File: src/rtl/qm_chk_pkg.sv
// Shared types and constants for the minimized-logic truth-table checker.
// Bit positions give the netlist input order {s,a,b,c,d} within dut_in.
package qm_chk_pkg;

    typedef enum logic [1:0] {
        StIdle,
        StSettle,
        StDone
    } state_e;

    localparam int unsigned QM_N_IN           = 5;
    localparam int unsigned QM_SETTLE_DEFAULT = 4;

    localparam int unsigned IDX_S = 4;
    localparam int unsigned IDX_A = 3;
    localparam int unsigned IDX_B = 2;
    localparam int unsigned IDX_C = 1;
    localparam int unsigned IDX_D = 0;

endpackage

File: src/rtl/qm_settle_timer.sv
// Loadable down-counter that paces each vector: zero marks the compare cycle.
// Reload value is SETTLE_CYCLES-1, so a vector is held SETTLE_CYCLES cycles.
module qm_settle_timer
    import qm_chk_pkg::*;
#(
    parameter int unsigned SETTLE_CYCLES = QM_SETTLE_DEFAULT
) (
    input  logic clk,
    input  logic rst,
    input  logic load,
    input  logic enable,
    output logic zero
);

    localparam int unsigned CntW = $clog2(SETTLE_CYCLES + 1);
    localparam logic [CntW-1:0] Reload = CntW'(SETTLE_CYCLES - 1);

    logic [CntW-1:0] r_cnt;

    always_ff @(posedge clk) begin
        if (rst) begin
            r_cnt <= '0;
        end else if (load) begin
            r_cnt <= Reload;
        end else if (enable && (r_cnt != '0)) begin
            r_cnt <= r_cnt - 1'b1;
        end
    end

    assign zero = (r_cnt == '0);

endmodule

File: config.mk
export PLATFORM = sky130hd
export DESIGN_NAME = qm_settle_timer
export DESIGN_NICKNAME = d
export VERILOG_FILES = /design/src/rtl/qm_chk_pkg.sv /design/src/rtl/qm_settle_timer.sv
export SDC_FILE = /design/constraint.sdc
export NUM_CORES = 1
export LEC_CHECK = 0
export ABC_CLOCK_PERIOD_IN_PS = 2000
export BUFFER_PORTS_ARGS = -buffer_cell sky130_fd_sc_hd__buf_2
export CAP_MARGIN = 20
export CORE_AREA = 2 2 39 41
export DETAILED_ROUTE_END_ITERATION = 8
export DIE_AREA = 0 0 41 43
export PLACE_DENSITY = 0.37
export SETUP_SLACK_MARGIN = 0.4
export SLEW_MARGIN = 30
export SYNTH_ARGS = -nofsm -noshare
export SYNTH_HDL_FRONTEND = slang
export SYNTH_SLANG_ARGS = --single-unit
File: constraint.sdc
create_clock -name clk -period 2 [get_ports clk]
set_clock_uncertainty 0.1 [all_clocks]
set_input_delay 0.3 -clock clk [delete_from_list [all_inputs] [get_ports clk]]
set_output_delay 0.3 -clock clk [all_outputs]
set_load 0.05 [all_outputs]
==> impl_metrics.py <==
metrics = {
    "power": {
        "p_clk_share_pct": 46.0,
        "pwr-share-comb_pct": 24.0,
        "switchingPower_uw": 63.2,
        "powerDensity_nw_per_um2": 876,
        "p_int_uw": 165,
        "pwr-share-seq_pct": 30.0,
        "p_leak_nw": 0.104,
        "peakVddDrop_mv": 0.236,
        "power_uw": 228,
        "p_sw_share_pct": 27.7,
    },
    "run": {
        "cap_violations": 0,
    },
    "die": {
        "die_h_um": 43,
        "rows": 14,
        "start_util_pct": 13.3,
        "design.core.area_um2": 1380,
        "ioPinCount": 5,
        "die-width_um": 41,
        "dieArea_um2": 1760,
    },
    "drt": {
        "ant_nets": 0,
        "drt-initial-drc-count": 4,
        "drc": 0,
        "wirelength_um": 338,
        "wl_per_cell_um": 8.24,
        "routed_via_density": 3.78,
        "first_pass_iters": 4,
        "vias": 155,
    },
    "synth": {
        "synth_fp_nets": 23,
        "syn_inst": 17,
        "synth-seq-area-share_pct": 32.7,
        "synth-seq-cells": 3,
        "yosys-top-cells-area": "dfxtp_1 (33%), a2111oi_4 (15%), ha_1 (14%), nor4bb_1 (11%), a211oi_1 (8.2%)",
        "avgSynthCellArea_um2": 10.8,
        "yosysTopAreaCellShare_pct": 32.7,
        "yosysTopAreaCell": "dfxtp_1",
        "mappedNetlistArea_um2": 184,
        "yosysWarnings": 0,
        "synth_cell_type_count": 9,
    },
    "clock_network": {
        "clk_pin_slew_ns": 0.04,
        "cts_hold_buf": 0,
        "clock_path_buffers": 2,
        "cts_setup_buffers": 0,
        "clock_latency_ns": 0.23,
        "htree_levels": 1,
        "cts_root_buffer": "clkbuf_4",
        "cts_sinks": 3,
        "cts_tree": "built",
        "cts_buffers": 3,
    },
    "place": {
        "port_buffers": 4,
        "gp_congestion": 0.620,
        "dp.cells": 37,
    },
    "sta": {
        "worst_pin_slew_ns": 0.238,
        "max_freq_mhz": 646,
        "fin_tns_setup_ns": 0,
        "rsz0062_at_grt": "no",
        "layout_worst_path_cycle_share_pct": 77.4,
        "fin_crit_ns": 1.55,
        "finalSetupViolations": 0,
        "hold_viol_final": 0,
        "slew_viol_final": 0,
        "slew-limit-headroom_pct": 83.9,
    },
    "critical_path": {
        "start_kind": "flip-flop",
        "reg2reg_setup_slack_ns": 0.49,
        "cp_max_fo": 5,
        "crit_path_max_incr_delay_ns": 0.32,
        "crit_slowest_cell": "dfxtp_2",
        "worstPathArrival_ns": 1.15,
        "crit_type": "flip-flop to output port",
        "endpoint_kind": "output port",
        "cp_cell_sequence": "inv_1, ha_1, ha_2, buf_6",
        "cp.required_ns": 1.60,
    },
    "layout": {
        "seqCellArea_um2": 61.3,
        "filler_cell_count": 152,
        "largest_reg_flops": 3,
        "finalNetCount": 32,
        "top_register": "r_cnt",
        "fin_cells": 41,
        "reg_top3": "r_cnt (3)",
        "multi_input_area_um2": 115,
        "drive_above_1_share_pct": 44.0,
        "diodes": 0,
        "utilization_pct": 18.8,
        "area_growth_syn_to_layout_pct": 41.5,
    },
    "hold_path": {
        "min_path_type": "input port to flip-flop",
    },
    "global_routing": {
        "grt_pass1_vias": 158,
        "overflow": 0,
        "grt_first_pass_wirelength_um": 579,
        "grt_max_degree": 6,
        "gr-usage-all-layers_pct": 5.11,
        "antenna_found_initial": 0,
    },
    "outcome": {
        "status": "finished clean",
    },
}
[routing by layer]
metal  vias up  global-route usage, %  routed length (um)  share of wire (%)
met1        69                   6.71                 158                 47
met5         -                      0                   0                  0
met2         7                   5.63                 150                 44
li1         79                      -                   -                  -
met4         0                   6.00                   0                  0
met3         0                   1.57                  30                8.9
[synthesized netlist by cell type, drive strengths merged]
master / count
a211oi: 2
inv: 3
nand2b: 1
ha: 2
a2111oi: 1
nor4bb: 2
dfxtp: 3
and3b: 1
nor2: 2
[cells in the final DEF, fill, tap and decap left out, types with 2 or more instances in the layout]
master	instances
inv_1	3
a211oi_1	2
dfxtp_1	2
nor4bb_1	2
nor2_1	2
clkbuf_4	3
buf_2	3
[metrics by stage]
stage	setup WS [ns]	hold WS [ns]	instance area [um^2]
floorplan	0.414	0.264	186
global placement	0.476	0.412	226
detailed placement	0.472	0.419	226
CTS	0.407	0.170	259
global route	0.409	0.191	260
finish	0.452	0.178	260
[power groups by stage]
stage          combinational [mW]  clock (mW)  sequential (mW)
2_1_floorplan              0.0392           0           0.0682
3_3_place_gp               0.0513           0           0.0686
3_5_place_dp               0.0510           0           0.0688
4_1_cts                    0.0555       0.111           0.0679
5_1_grt                    0.0610       0.115           0.0688
6_report                   0.0548       0.105           0.0683
[critical path: cells and delay by family, from the launching register on]
| family | cells | cell delay, ns |
|---|---|---|
| buf+inv | 2 | 0.20 |
| flops | 1 | 0.32 |
| fa+ha+maj | 2 | 0.39 |
[final cells by class]
class | count | share of cell area, %
clock buffers | 4 | 10.1
inverters | 3 | 4.33
multi-input cells | 11 | 44.2
flip-flops and latches | 3 | 23.6
well taps | 16 | 7.69
repair buffers | 4 | 10.1
[cell families (layout without fill, tap and decap cells)]
kind of cell    Yosys count  count (layout)  share of synthesized area [%]
simple gates              6               6                           24.5
flops                     3               3                           32.7
compound gates            3               3                           23.1
fa+ha+maj                 2               2                           13.6
buf+inv                   3              11                           6.12
[path summary, 6_finish.rpt]
check | from | to | cells past startpoint
hold reg to reg | r_cnt[2] | r_cnt[2] | 2
setup / recovery | r_cnt[0] | zero | 4
hold / removal | rst | r_cnt[2] | 2
setup reg to reg | r_cnt[0] | r_cnt[2] | 5
[timing repair]
item,CTS,global route
endpoints found under the setup margin,1,2
pin swaps,0,0
resized for setup,2,1
(Power assumes the default switching activity.)
